## src/rtl/sub_div_seq_if.sv

```systemverilog
// Request/response bundle for the sequential divider: the master issues
// requests and takes results, the slave (the divider) serves them.
interface sub_div_seq_if #(
  parameter int WIDTH = 32
);
  logic             in_valid;
  logic             in_ready;
  logic [WIDTH-1:0] dividend;
  logic [WIDTH-1:0] divisor;
  logic             out_valid;
  logic             out_ready;
  logic [WIDTH-1:0] quotient;
  logic [WIDTH-1:0] remainder;
  logic             div_zero;

  // Handshake: a transfer happens on a rising clk edge where valid and ready
  // are both 1. Once raised, out_valid and its payload stay stable until taken.
  modport master (
    output in_valid, dividend, divisor, out_ready,
    input  in_ready, out_valid, quotient, remainder, div_zero
  );

  modport slave (
    input  in_valid, dividend, divisor, out_ready,
    output in_ready, out_valid, quotient, remainder, div_zero
  );
endinterface

```

## src/rtl/sub_div_seq.sv

```systemverilog
// Restoring unsigned divider that borrows an external borrow-chain subtractor
// and performs one trial subtraction per clock.
module sub_div_seq #(
  parameter int WIDTH = 32,
  parameter int CNT_W = 6
) (
  input  logic             clk,
  input  logic             rst,
  sub_div_seq_if.slave     bus,
  output logic [WIDTH-1:0] sub_a,
  output logic [WIDTH-1:0] sub_b,
  input  logic [WIDTH-1:0] sub_diff,
  input  logic             sub_borrow,
  output logic [1:0]       dbg_state
);

  typedef enum logic [1:0] {
    IDLE = 2'd0,
    ITER = 2'd1,
    DONE = 2'd2
  } state_t;

  state_t           state;
  state_t           state_next;
  logic [WIDTH-1:0] r_reg;
  logic [WIDTH-1:0] q_reg;
  logic [WIDTH-1:0] d_reg;
  logic [CNT_W-1:0] count;
  logic [WIDTH-1:0] quotient_reg;
  logic [WIDTH-1:0] remainder_reg;
  logic             div_zero_reg;

  logic [WIDTH:0]   s;
  logic             take;
  logic [WIDTH-1:0] r_new;
  logic [WIDTH-1:0] q_new;
  logic             last_step;

  // Shifted partial remainder; a set top bit means it already exceeds any D.
  assign s         = {r_reg, q_reg[WIDTH-1]};
  assign take      = s[WIDTH] | ~sub_borrow;
  assign r_new     = take ? sub_diff : s[WIDTH-1:0];
  assign q_new     = {q_reg[WIDTH-2:0], take};
  assign last_step = (count == CNT_W'(WIDTH - 1));

  // Operands are forced to zero outside ITER so the shared subtractor sees
  // nothing from this block while the ALU owns it.
  assign sub_a = (state == ITER) ? s[WIDTH-1:0] : '0;
  assign sub_b = (state == ITER) ? d_reg : '0;

  assign bus.in_ready  = (state == IDLE);
  assign bus.out_valid = (state == DONE);
  assign bus.quotient  = quotient_reg;
  assign bus.remainder = remainder_reg;
  assign bus.div_zero  = div_zero_reg;
  assign dbg_state     = state;

  always_ff @(posedge clk or posedge rst) begin
    if (rst) begin
      state <= IDLE;
    end else begin
      state <= state_next;
    end
  end

  always_comb begin
    state_next = state;
    case (state)
      IDLE: begin
        if (bus.in_valid) begin
          state_next = (bus.divisor == '0) ? DONE : ITER;
        end
      end
      ITER: begin
        if (last_step) begin
          state_next = DONE;
        end
      end
      DONE: begin
        if (bus.out_ready) begin
          state_next = IDLE;
        end
      end
      default: state_next = IDLE;
    endcase
  end

  always_ff @(posedge clk or posedge rst) begin
    if (rst) begin
      r_reg         <= '0;
      q_reg         <= '0;
      d_reg         <= '0;
      count         <= '0;
      quotient_reg  <= '0;
      remainder_reg <= '0;
      div_zero_reg  <= 1'b0;
    end else begin
      case (state)
        IDLE: begin
          if (bus.in_valid) begin
            if (bus.divisor == '0) begin
              quotient_reg  <= '1;
              remainder_reg <= bus.dividend;
              div_zero_reg  <= 1'b1;
            end else begin
              r_reg        <= '0;
              q_reg        <= bus.dividend;
              d_reg        <= bus.divisor;
              count        <= '0;
              div_zero_reg <= 1'b0;
            end
          end
        end
        ITER: begin
          r_reg <= r_new;
          q_reg <= q_new;
          count <= count + 1'b1;
          if (last_step) begin
            quotient_reg  <= q_new;
            remainder_reg <= r_new;
          end
        end
        default: begin
        end
      endcase
    end
  end

endmodule
```

## src/flat_wrapper.sv

```systemverilog
// flat-port wrapper written by rule: the top's interface ports become plain ports
module sub_div_seq_flat 
#(
  parameter int WIDTH = 32,
  parameter int CNT_W = 6
)
  (clk, rst, sub_a, sub_b, sub_diff, sub_borrow, dbg_state, bus_in_valid, bus_dividend, bus_divisor, bus_out_ready, bus_in_ready, bus_out_valid, bus_quotient, bus_remainder, bus_div_zero);
  sub_div_seq_if #(.WIDTH(WIDTH)) bus_i ();
  input  logic clk;
  input  logic rst;
  output logic [WIDTH-1:0] sub_a;
  output logic [WIDTH-1:0] sub_b;
  input  logic [WIDTH-1:0] sub_diff;
  input  logic sub_borrow;
  output logic [1:0] dbg_state;
  input wire logic [$bits(bus_i.in_valid)-1:0] bus_in_valid;
  input wire logic [$bits(bus_i.dividend)-1:0] bus_dividend;
  input wire logic [$bits(bus_i.divisor)-1:0] bus_divisor;
  input wire logic [$bits(bus_i.out_ready)-1:0] bus_out_ready;
  output wire logic [$bits(bus_i.in_ready)-1:0] bus_in_ready;
  output wire logic [$bits(bus_i.out_valid)-1:0] bus_out_valid;
  output wire logic [$bits(bus_i.quotient)-1:0] bus_quotient;
  output wire logic [$bits(bus_i.remainder)-1:0] bus_remainder;
  output wire logic [$bits(bus_i.div_zero)-1:0] bus_div_zero;
  assign bus_i.in_valid = bus_in_valid;
  assign bus_i.dividend = bus_dividend;
  assign bus_i.divisor = bus_divisor;
  assign bus_i.out_ready = bus_out_ready;
  assign bus_in_ready = bus_i.in_ready;
  assign bus_out_valid = bus_i.out_valid;
  assign bus_quotient = bus_i.quotient;
  assign bus_remainder = bus_i.remainder;
  assign bus_div_zero = bus_i.div_zero;
  sub_div_seq #(.WIDTH(WIDTH), .CNT_W(CNT_W)) u_core (.clk(clk), .rst(rst), .bus(bus_i), .sub_a(sub_a), .sub_b(sub_b), .sub_diff(sub_diff), .sub_borrow(sub_borrow), .dbg_state(dbg_state));
endmodule
```

## config.mk

```make
export PLATFORM = sky130hd
export DESIGN_NAME = sub_div_seq_flat
export DESIGN_NICKNAME = d
export VERILOG_FILES = /design/src/rtl/sub_div_seq_if.sv /design/src/rtl/sub_div_seq.sv /design/src/flat_wrapper.sv
export SDC_FILE = /design/constraint.sdc
export NUM_CORES = 1
export LEC_CHECK = 0
export BUFFER_PORTS_ARGS = -buffer_cell sky130_fd_sc_hd__buf_4
export CORE_UTILIZATION = 46
export CTS_CLUSTER_DIAMETER = 30
export DETAILED_ROUTE_END_ITERATION = 7
export GPL_TIMING_DRIVEN = 0
export PLACE_DENSITY = 0.74
export SYNTH_ARGS = -nofsm -noshare
export SYNTH_HDL_FRONTEND = slang
export SYNTH_SLANG_ARGS = --single-unit
```

## constraint.sdc

```tcl
create_clock -name clk -period 7.5 [get_ports clk]
set_input_delay 1.125 -clock clk [delete_from_list [all_inputs] [get_ports clk]]
set_output_delay 1.125 -clock clk [all_outputs]
set_load 0.05 [all_outputs]
```

# Yosys cells after proc, flatten, opt, wreduce, memory -nomap -nowiden
# Index checks and enable logic that the tools add are counted.
totals:
  elab_cells: 54
  output_inout_bits: 133
  ff_bits: 169
classes:
  bitwise_logic: 3
  add_sub_neg: 1
  muxes: 26
  reduce_logical: 8
  n_eq_ne: 8
op_table:
  columns: ["op", "n"]
  rows:
  - ["two-way mux 32 bit", 13]
  - ["case mux 32 bit (2 select lines)", 4]
  - ["logical NOT 32 bit", 1]
  - ["two-way mux 6 bit", 2]
  - ["case mux 6 bit (2 select lines)", 1]
  - ["AND reduction 3 bit", 3]
  - ["two-way mux 2 bit", 4]
  - ["adder 6 x 1 -> 6 bit (second input constant)", 1]
  - ["== test 6 x 5 -> 1 bit (second input constant)", 1]
  - ["inequality test 2 bit (second input constant)", 3]
  - ["case mux 2 bit (3 select lines)", 1]
  - ["inequality test 2 x 1 -> 1 bit (second input constant)", 2]
  - ["AND reduction 4 bit", 1]
  - ["== test 2 x 1 -> 1 bit (second input constant)", 1]
  - ["== test 2 bit (second input constant)", 1]
  - ["logical NOT 2 bit", 1]
  - ["inverter 1 bit", 2]
  - ["AND reduction 2 bit", 1]
  - ["nonzero test 2 bit", 1]
  - ["two-way mux 1 bit", 1]
  - ["OR 1 bit", 1]

# Longest topological paths before layout
depth:
  depth_word: 5
  mapped_depth: 8

# Least setup slack after synthesis
# OpenSTA, ideal clock, no wires.
synth_timing:
  kind: "register -> output"
  from: "reg u_core.state[1] (netlist: u_core.dbg_state[1])"
  to: "out sub_a[0]"
  slack_ns: 4.221
  arrival_ns: 2.154
  stages_incl_launch_ff: 7
  cell_sequence: "dfrtp_1 > buf_2 > nand2b_1 > buf_2 > clkbuf_1 > buf_1 > nor2_1"
synth_via:
  elab_chain_cells: 2
synth_rtl:
  columns: ["item", "line", "rtl"]
  rows:
  - ["start: declaration", "sub_div_seq.sv:23", "state_t state;"]
  - ["start signal: assignment", "sub_div_seq.sv:62", "state <= state_next;"]
  - ["== test 2 x 1 -> 1 bit", "sub_div_seq.sv:48", "assign sub_a = (state == ITER) ? s[WIDTH-1:0] : '0;"]
  - ["two-way mux 32 bit", "sub_div_seq.sv:48", null]
  - ["end: declaration", "flat_wrapper.sv:11", "output logic [WIDTH-1:0] sub_a;"]
# No other way between the ends.

# Final worst setup path
layout_timing:
  from: "reg u_core.state[0] (netlist: u_core.dbg_state[0])"
  to: "out sub_a[1]"
# Same word-level chain as after synthesis.

==> results.tsv <==
stage	metric	value	unit
clock_tree	cts hold-fix bufs	0	
power	worst vdd ir	0.0002913	V
setup_path	r2r startpoint	u_core.count[0]	
synthesis	sequential-to-total area share from yosys stat	0.5658	
route	Post-Route WL	22150	um
setup_path	Register-to-Register Path Depth	8	
sta	Worst-Margin Slew	0.6811	ns
setup_path	Setup CP Type	reg -> out	
clock_tree	TritonCTS buffer count	17	
power	Switch Pwr	2.595	mW
setup_path	crit path cell chain	inv_1 -> nor2_1 -> clkbuf_1 -> clkbuf_1 -> and2_1 -> buf_4	
global_routing	initial antenna violation count	0	
power	combinational share of power	0.533	
power	Int Power	2.866	mW
synthesis	number of synthesized register bits	169	
route	routed len/inst	18.90	um
clock_tree	CTS tree	yes	
sta	Fin Hold WS	0.4863	ns
synthesis	Synth Warn #	0	
setup_path	Reg2Reg Setup Slack	5.22	ns
worst_hold_path	hold path cells	1	
sta	Final Max Slew Viols	0	
power	sequential power share	0.289	
floorplan	Die X	129.5	um
floorplan	core footprint	15890	sq um
setup_path	Setup crit start kind	flip-flop	
placement	Port Buffers	233	
synthesis	Syn Nets	792	
setup_path	Buf+Inv Stages, Crit Path	4	
route	detailed-route via count	6448	
layout	fill count	1349	
layout	Sequential Area	4229	sq um
worst_hold_path	worst hold path class	reg -> reg	
global_routing	gr ovfl total	0	
layout	Antenna diodes	0	
setup_path	crit end category	output pin	
worst_hold_path	Hold Path End	u_core.bus.div_zero	
synthesis	Synth Area per Inst	10.83	sq um
setup_path	Top delay family on crit path	buffers and inverters	
route	post-route DRC violation count	0	
setup_path	RR Endpoint	u_core.bus.remainder[29]	
synthesis	count of cell types in the netlist	28	
clock_tree	CTS resizes	0	
setup_path	critical path depth	6	
floorplan	I/O pin count	234	
global_routing	first-pass GRT wire length	34000	um
layout	area of the multi-input gates	2861	sq um
route	antenna-violating nets left	0	
route	1st-iter DRT viols	388	
layout	share of cells above drive strength 1	0.3389	
sta	RSZ-0062 raised after global routing	no	
clock_tree	H-tree depth	4	
flow_run	max cap viols	0	
setup_path	critical path arrival	2.83	ns
route	Vias/cell	5.502	
placement	final RePlAce weighted congestion	0.7948	
clock_tree	Num Clock Sinks	169	
sta	final hold vios	0	
sta	Setup-failing EPs final	0	
floorplan	DIE AREA	16760	sq um
clock_tree	# Post-CTS Setup Buffers	0	
layout	area grow syn2layout	36.19	%
power	PnR Total Power	5.460	mW
synthesis	Post-Syn Area	7475	sq um
outcome	status	finished clean	
worst_hold_path	Hold Startpoint	u_core.bus.div_zero	
clock_tree	clock root buffer	clkbuf_16	
layout	commonest cells after routing, fill and taps aside	241 x buf_4, 169 x dfrtp_1, 69 x a21oi_1, 64 x o22ai_1, 63 x and2_1	
sta	Max-slew headroom	0.5459	
power	Switching Fraction	0.4752	
sta	Clock Skew	0.007846	ns
setup_path	worst stage delay on the critical path	0.53	ns
global_routing	vias in the first global route	6285	
global_routing	largest net degree at the start of global routing	95	
floorplan	Initial Util	0.4705	
setup_path	Worst Path Max Fanout	10	
sta	highest clock rate	0.2525	GHz
layout	commonest non-fill, non-tap cell in the layout	buf_4	
global_routing	All-Layer GR Usage	0.2728	
power	leakage	5.235	nW
synthesis	Post-Syn Instances	690	
layout	Nets	1045	
sta	Tmin final	3.960	ns
clock_tree	maximum root-to-sink buffer count	2	
power	Clk pwr share	0.178	
floorplan	row cnt	46	
placement	hpwl dp	15840	um
power	PwrDens	536.4	nW/um^2
floorplan	Die Y	129.5	um
route	first drt pass iteration count	4	
setup_path	most used cell, CP	clkbuf_1	
setup_path	CP max-delay cell	clkbuf_1	
clock_tree	CTS clk-pin slew, worst paths	0.06	ns
clock_tree	clock latency at the later pin of the worst-skew pair	0.43	ns
setup_path	Worst EP required	6.38	ns
sta	period utilization	0.5280	
[power by group through the flow]
stage          Clock (mW)  Sequential [mW]  Combinational (mW)
3_3_place_gp            0             1.57                2.88
6_report            0.974             1.58                2.91
5_1_grt              1.03             1.63                3.06
4_1_cts             0.979             1.57                2.93
3_5_place_dp            0             1.58                2.92
2_1_floorplan           0             2.06                1.53
[through the flow]
step	setup slack, ns	TNS (ns)	std cells	utilization	instance area [sq um]
6_report	3.540	0	1172	0.6408	10180
5_1_grt	3.394	0	1172	0.6408	10180
3_3_place_gp	-0.1170	-17.99	1139	0.5977	9494
3_5_place_dp	3.989	0	1140	0.5999	9529
4_1_cts	3.521	0	1172	0.6408	10180
2_1_floorplan	1.800	0	690	-	7475
[cell usage after synthesis, drive strengths merged]
cell type  count  share of area
ha             1         0.0017
nor2          39          0.020
nand4          2         0.0017
o22a          32          0.037
buf           25          0.019
nand3          2         0.0013
nor3           3         0.0035
o21ai          3         0.0020
a21o          34          0.034
inv           35          0.018
and2          63          0.053
nor4           8         0.0067
clkbuf        29          0.015
o22ai         64          0.054
a22o           1         0.0012
o21bai         1         0.0010
nand2         36          0.018
mux2i         34          0.046
nor3b          1         0.0010
dfrtp        169           0.57
a21oi         69          0.046
mux2          32          0.048
o2bb2ai        4         0.0047
nand2b         3         0.0025
[final cells by class]
class,count,area share
buffer,54,0.02483
clock buffer,17,0.04179
clock inverter,15,0.02212
inverter,35,0.01364
multi-input combinational,432,0.2811
sequential,169,0.4154
tap,216,0.02655
timing repair buffer,234,0.1745
[logic make-up after synthesis]
kind of cell / Yosys count / synth area share
buf+inv: 89 / 0.05139
compound gates: 208 / 0.1803
fa+ha+maj: 1 / 0.001674
mux: 66 / 0.09374
simple gates: 157 / 0.1071
flops: 169 / 0.5658
[worst max path at each step]
stage	start	endpoint	slack, ns
detailed placement	u_core.dbg_state[0]	sub_a[1]	3.99
global placement	rst	u_core.r_reg[24]	-0.12
finish	u_core.dbg_state[0]	sub_a[1]	3.54
floorplan	rst	u_core.bus.div_zero	1.80
CTS	u_core.dbg_state[0]	sub_a[1]	3.52
global route	u_core.dbg_state[0]	sub_a[1]	3.39
[metal layers]
layer,GRT usage,vias to the layer above,wire [um]
met5,0,-,0
met4,0.09234,0,350
met3,0.06111,26,1661
met2,0.4450,275,10850
met1,0.3609,3207,9286
li1,-,2940,-
No activity file was read; power rests on OpenSTA's default activity.
